File: src/rtl/shift_reg_ctrl_pkg.sv
// Shared state encoding and default geometry for the serial shift controller.
package shift_reg_ctrl_pkg;

    localparam int unsigned DEF_WIDTH = 8;
    localparam int unsigned DEF_DIV   = 2;

    typedef enum logic [1:0] {
        IDLE  = 2'd0,
        SHIFT = 2'd1,
        DONE  = 2'd2
    } state_t;

endpackage

File: src/rtl/shift_reg_ctrl_shift_reg.sv
// Parallel-load, serial-in shift register; shifts left with the new bit entering the LSB.
module shift_reg
    import shift_reg_ctrl_pkg::*;
#(
    parameter int unsigned WIDTH = DEF_WIDTH
) (
    input  logic             clk,
    input  logic             rst_n,
    input  logic             i_load,
    input  logic             i_shift,
    input  logic             i_ser,
    input  logic [WIDTH-1:0] i_data,
    output logic [WIDTH-1:0] o_q
);

    logic [WIDTH-1:0] r_q;

    // Load has priority over shift; both come from the controller FSM.
    always_ff @(posedge clk or negedge rst_n) begin
        if (!rst_n) begin
            r_q <= '0;
        end else if (i_load) begin
            r_q <= i_data;
        end else if (i_shift) begin
            r_q <= {r_q[WIDTH-2:0], i_ser};
        end
    end

    assign o_q = r_q;

endmodule

File: src/rtl/shift_reg_ctrl.sv
// Word-serial transceiver: loads a word, shifts it out MSB first while shifting
// ser_in in, then presents the received word until the consumer takes it.
module shift_reg_ctrl
    import shift_reg_ctrl_pkg::*;
#(
    parameter int unsigned WIDTH = DEF_WIDTH,
    parameter int unsigned DIV   = DEF_DIV
) (
    input  logic             clk,
    input  logic             rst_n,
    input  logic [WIDTH-1:0] data_in,
    input  logic             in_valid,
    output logic             in_ready,
    input  logic             ser_in,
    output logic             ser_out,
    output logic             bit_strobe,
    output logic [WIDTH-1:0] par_out,
    output logic             out_valid,
    input  logic             out_ready,
    input  logic             abort,
    output logic             busy
);

    localparam int unsigned BIT_W = $clog2(WIDTH + 1);
    localparam int unsigned DIV_W = (DIV > 1) ? $clog2(DIV) : 1;
    localparam logic [BIT_W-1:0] BIT_LAST = BIT_W'(WIDTH - 1);
    localparam logic [DIV_W-1:0] DIV_LAST = DIV_W'(DIV - 1);

    state_t           r_state;
    state_t           w_state_nxt;
    logic [BIT_W-1:0] r_bit_cnt;
    logic [BIT_W-1:0] w_bit_cnt_nxt;
    logic [DIV_W-1:0] r_div_cnt;
    logic [DIV_W-1:0] w_div_cnt_nxt;
    logic             w_load;
    logic             w_shift;
    logic [WIDTH-1:0] w_q;

    // State and counter registers.
    always_ff @(posedge clk or negedge rst_n) begin
        if (!rst_n) begin
            r_state   <= IDLE;
            r_bit_cnt <= '0;
            r_div_cnt <= '0;
        end else begin
            r_state   <= w_state_nxt;
            r_bit_cnt <= w_bit_cnt_nxt;
            r_div_cnt <= w_div_cnt_nxt;
        end
    end

    // Next-state, counter and shift-register control decode.
    always_comb begin
        w_state_nxt   = r_state;
        w_bit_cnt_nxt = r_bit_cnt;
        w_div_cnt_nxt = r_div_cnt;
        w_load        = 1'b0;
        w_shift       = 1'b0;
        unique case (r_state)
            IDLE: begin
                if (in_valid && !abort) begin
                    w_load        = 1'b1;
                    w_bit_cnt_nxt = '0;
                    w_div_cnt_nxt = '0;
                    w_state_nxt   = SHIFT;
                end
            end
            SHIFT: begin
                if (abort) begin
                    w_bit_cnt_nxt = '0;
                    w_div_cnt_nxt = '0;
                    w_state_nxt   = IDLE;
                end else if (r_div_cnt == DIV_LAST) begin
                    w_shift       = 1'b1;
                    w_div_cnt_nxt = '0;
                    w_bit_cnt_nxt = r_bit_cnt + BIT_W'(1);
                    if (r_bit_cnt == BIT_LAST) begin
                        w_state_nxt = DONE;
                    end
                end else begin
                    w_div_cnt_nxt = r_div_cnt + DIV_W'(1);
                end
            end
            DONE: begin
                // abort together with out_ready is just a return to IDLE
                if (abort || out_ready) begin
                    w_bit_cnt_nxt = '0;
                    w_div_cnt_nxt = '0;
                    w_state_nxt   = IDLE;
                end
            end
            default: begin
                w_state_nxt = IDLE;
            end
        endcase
    end

    shift_reg #(
        .WIDTH (WIDTH)
    ) u_shift_reg (
        .clk     (clk),
        .rst_n   (rst_n),
        .i_load  (w_load),
        .i_shift (w_shift),
        .i_ser   (ser_in),
        .i_data  (data_in),
        .o_q     (w_q)
    );

    // Status and data outputs decoded from registered state.
    assign in_ready   = (r_state == IDLE);
    assign busy       = (r_state == SHIFT);
    assign out_valid  = (r_state == DONE);
    assign ser_out    = busy & w_q[WIDTH-1];
    assign bit_strobe = w_shift;
    assign par_out    = out_valid ? w_q : '0;

endmodule

File: config.mk
export PLATFORM = sky130hd
export DESIGN_NAME = shift_reg_ctrl
export DESIGN_NICKNAME = d
export VERILOG_FILES = /design/src/rtl/shift_reg_ctrl_pkg.sv /design/src/rtl/shift_reg_ctrl_shift_reg.sv /design/src/rtl/shift_reg_ctrl.sv
export SDC_FILE = /design/constraint.sdc
export NUM_CORES = 1
export LEC_CHECK = 0
export ABC_AREA = 1
export CAP_MARGIN = 40
export CORE_ASPECT_RATIO = 1.1
export CORE_MARGIN = 5
export CORE_UTILIZATION = 40
export DETAILED_ROUTE_END_ITERATION = 10
export HOLD_SLACK_MARGIN = 0.1
export PLACE_DENSITY = 0.81
export SETUP_SLACK_MARGIN = 0.05
export SYNTH_ARGS = -nofsm -noshare
export SYNTH_HDL_FRONTEND = slang
export SYNTH_SLANG_ARGS = --single-unit
File: constraint.sdc
create_clock -name clk -period 1.2 [get_ports clk]
set_input_delay 0.24 -clock clk [delete_from_list [all_inputs] [get_ports clk]]
set_output_delay 0.24 -clock clk [all_outputs]
set_load 0.02 [all_outputs]
After elaboration in Yosys (flattened, before gate mapping)

Index checks and enable logic that the tools add are counted.

Bitwise operators: 1
Eq/ne operators: 7
Muxes and demuxes: 24
$add $sub $neg: 2
Reduce and logical (&&, ||, !) cells: 9

Operator list:

| operator            | number |
|---|---|
| $mux 8              | 3 |
| $mux 4              | 4 |
| $pmux 4 s3          | 1 |
| $mux 2              | 5 |
| $mux 1              | 9 |
| $reduce_and 4->1    | 2 |
| $ne 3x2->1 const B  | 2 |
| $pmux 2 s3          | 1 |
| $add 4x1->4 const B | 1 |
| $eq 4x3->1 const B  | 1 |
| $ne 2x1->1 const B  | 2 |
| $pmux 1 s3          | 1 |
| $reduce_and 3->1    | 1 |
| $reduce_bool 3->1   | 1 |
| $eq 2x1->1 const B  | 1 |
| $eq 2x2->1 const B  | 1 |
| $logic_not 2->1     | 1 |
| $reduce_bool 2->1   | 1 |
| $add 1x1->1 const B | 1 |
| $and 1x1->1         | 1 |
| $logic_and 1x1->1   | 1 |
| $logic_not 1->1     | 1 |
| $logic_or 1x1->1    | 1 |

Word-level logic and storage cells: 47
Register bits after elaboration: 15

Depth between registers and ports, before layout

Depth in word-level cells: 5
Mapped depth: 8

By module

Synthesis repeated with hierarchy kept, for this count alone.

Cell total of the unflattened synthesis: 123
Area, all modules: 870.8 um^2

Modules (own cells, without submodules):

| module         | instances | area an instance (um^2) | cells an instance |
|---|---|---|---|
| shift_reg_ctrl | 1         | 496.7                   | 79 |
| shift_reg      | 1         | 374.1                   | 44 |

Least setup slack after synthesis

Ideal clock, no wire load.

Path type: reg-to-output
Start point: register r_state[0]
End point: output par_out[0]
Data arrival time: 1.171 ns
Setup slack: -0.211 ns
Required time: 0.960 ns
Cell stages (with the launch flop): 4
Cell sequence: dfrtp_1 -> nor2_2 -> inv_1 -> nor2_1

Longest elaborated chain between the ends: 2

Ends and longest elaborated chain:

| what                     | RTL line              | text |
|---|---|---|
| start: declaration       | shift_reg_ctrl.sv:29  | `state_t r_state;` |
| start signal: assignment | shift_reg_ctrl.sv:46  | `r_state <= w_state_nxt;` |
| $eq 2x2->1               | shift_reg_ctrl.sv:113 | `assign out_valid = (r_state == DONE);` |
| net out_valid            | shift_reg_ctrl.sv:18  | `output logic out_valid,` |
| $mux 8                   | shift_reg_ctrl.sv:116 | `assign par_out = out_valid ? w_q : '0;` |
| end: declaration         | shift_reg_ctrl.sv:17  | `output logic [WIDTH-1:0] par_out,` |

The timed path passes the listed nets, and every way through them passes these cells.

Worst setup path in the final report

Start point: register r_state[0]
End point: output par_out[4]

Longest elaborated chain between the ends: 2

Ends and longest elaborated chain:

| what       | RTL line |
|---|---|
| $eq 2x2->1 | shift_reg_ctrl.sv:113 |
| $mux 8     | shift_reg_ctrl.sv:116 |

No other way between the ends.

==> impl_metrics.tcl <==
set metrics [dict create \
    p_leak_nw 0.908 \
    min_period_ns 1.72 \
    clock_skew_ns 0.00187 \
    clkPwrFrac_pct 7.8 \
    wirelength_um 3240 \
    syn_inst 135 \
    drive_gt1_share_pct 43.3 \
    post_dp_cell_area_sq_um 1420 \
    cts_root_buffer "clkbuf_4" \
    grt_pass1_vias 1221 \
    layout_commonest_cell "nand2_1" \
    areaGrowthSynthToFinish_pct 81.3 \
    final_cell_area_sq_um 1790 \
    gr-total-overflow 0 \
    path_buf_inv 3 \
    p_sw_mw 1.58 \
    worst_path_max_delay_cell "dfrtp_2" \
    fp.dieH_um 62.1 \
    syn_area_sq_um 986 \
    core-area_sq_um 2300 \
    finalCritPeriodShare_pct 143 \
    grt_pass1_wl_um 5440 \
    relSlewSlack_pct 85.4 \
    path_common_cell "buf_4" \
    drtIter0Drc 26 \
    wl_met2_um 1730 \
    hold_buffers 0 \
    ys_seq_area_share_pct 38.1 \
    crit_fanout 8 \
    syn_nets 150 \
    worst_pin_slew_ns 0.218 \
    arrival_ns 1.48 \
    die-area_sq_um 3560 \
    max_stage_delay_ns 0.44 \
    final_nets 217 \
    io-pin-count 27 \
    ant_nets 0 \
    cap_violations 0 \
    firstDrtPassIters 5 \
    hold_viol_final 0 \
    htree_levels 1 \
    path_cells "nor2_4 > clkinvlp_4 > buf_4 > nor2_2 > buf_4" \
    clock_sinks 15 \
    drt-met1-wl_um 1300 \
    powerDensity_nw_per_um2 2080 \
    fmaxAchievable_mhz 582 \
    clk_pin_slew_ns 0.09 \
    grt_max_degree 16 \
    cts_tree "done" \
    dr.max_layer_used "met4" \
    synth.top_cell.area_share_pct 38.1 \
    routed-wl-met3_um 157 \
    hp-class "in -> async" \
    reg2reg_slack_ns -0.50 \
    vdd_drop_max_mv 1.53 \
    violations "setup timing" \
    yosys_warnings 0 \
    globalRouteTotalUtil_pct 19.5 \
    remaining_drc_errors 0 \
    layout_setup_ws_ns -0.520 \
    status "complete, but fails checks" \
    numCtsBuffers 3 \
    vias 1163 \
    yosysTopAreaCell "dfrtp_1" \
    gp_congestion 0.906 \
    maxSlewViolCount 0 \
    start_util_pct 42.9 \
    avgSynthCellArea_sq_um 7.30 \
    clock_path_buffers 2 \
    clk_latency_ns 0.29 \
    die_width_um 57.3 \
    required_ns 0.96 \
    antennaDiodeCount 0 \
    rsz0062_at_grt "yes" \
    path_class "reg -> out" \
    antenna_found_initial 0 \
    viasPerCell 5.03 \
    placementRows 18 \
    pwr-share-comb_pct 70.4 \
    switching_share_pct 42.6 \
    hpwl_um 2020 \
    power_mw 3.72 \
    start_kind "flip-flop" \
    synth.distinct_cells 16 \
    critical-path-top-delay-family "buffers and inverters" \
    port_buffers 26 \
    drt-wirelength-per-cell_um 14.0 \
    endpoint_kind "primary output" \
    seqPwrFrac_pct 21.8 \
    synth_area_leaders "dfrtp_1 (38%), nand2_1 (14%), nand3_1 (11%), nor2_1 (6.5%), inv_1 (6.1%)" \
    mostFrequentLayoutCells "nand2_1 (36), buf_4 (27), nand3_1 (19)" \
    synth-seq-cells 15 \
    setup_viol 28 \
    p_int_mw 2.14 \
]
==> Yosys cell counts, drive strengths merged <==
master,count
inv,18
nor2,21
xnor2,1
nand3,21
nand3b,8
nand2,46
buf,2
ha,1
dfrtp,15
nand4,2
==> final cells by class <==
| type | instances | area (sq um) |
|---|---|---|
| Sequential cell | 15 | 377 |
| Fill cell | 149 | 509 |
| Tap cell | 30 | 37.5 |
| Multi-Input combinational cell | 102 | 652 |
| Clock inverter | 1 | 5.00 |
| Clock buffer | 3 | 22.5 |
| Inverter | 18 | 76.3 |
| Timing Repair Buffer | 62 | 618 |
==> registers in the layout, indices dropped and copies added, names as in the netlist <==
signal           count
u_shift_reg.o_q      8
r_bit_cnt            4
r_state              2
r_div_cnt            1
==> final timing paths <==
check	end	cells past startpoint	from
min	u_shift_reg.o_q[1]	2	rst_n
min reg2reg	u_shift_reg.o_q[1]	2	u_shift_reg.o_q[1]
max reg2reg	u_shift_reg.o_q[4]	10	r_state[0]
max in group asynchronous	r_state[0]	2	rst_n
min in group clk	u_shift_reg.o_q[1]	2	u_shift_reg.o_q[1]
max	par_out[4]	5	r_state[0]
==> repair_timing <==
action | CTS | global route
setup buffers | 13 | 7
resized for setup | 101 | 3
endpoints found under the setup margin | 28 | 28
pin swaps | 6 | 4
gates cloned | 3 | 0
==> metal layers <==
layer,track usage (%),up-vias
met3,3.10,8
met2,37.8,36
met4,6.62,0
met5,0,-
li1,-,567
met1,22.1,552
==> kinds of logic (layout without fill, tap and decap cells) <==
family | count (synthesis) | in the layout | synth area share, %
buffers and inverters | 20 | 84 | 9.39
xor gates and xnor gates | 1 | 1 | 0.888
and+or+nand+nor | 98 | 100 | 50.4
DFF | 15 | 15 | 38.1
adders and majority gates | 1 | 1 | 1.27
==> through the flow <==
| step | setup TNS (ns) | setup slack, ns | hold slack (ns) | cells | util (%) |
|---|---|---|---|---|---|
| after floorplan | -0.931 | -0.104 | -0.0556 | 135 | - |
| after global placement | -11.38 | -0.600 | 0.482 | 206 | 61.8 |
| after detailed placement | -12.04 | -0.614 | 0.499 | 206 | 61.8 |
| after CTS | -10.46 | -0.494 | 0.268 | 225 | 74.8 |
| after global routing | -13.58 | -0.603 | 0.266 | 231 | 77.8 |
| final | -11.78 | -0.520 | 0.273 | 231 | 77.8 |
==> power by group through the flow <==
stage          sequential [mW]  clock, mW  combinational (mW)
3_3_place_gp             0.811          0                1.53
5_1_grt                  0.828      0.333                2.81
4_1_cts                  0.799      0.305                2.36
3_5_place_dp             0.820          0                1.58
6_report                 0.810      0.292                2.62
2_1_floorplan            0.809          0               0.990
Power figures use the tool's default switching activity.
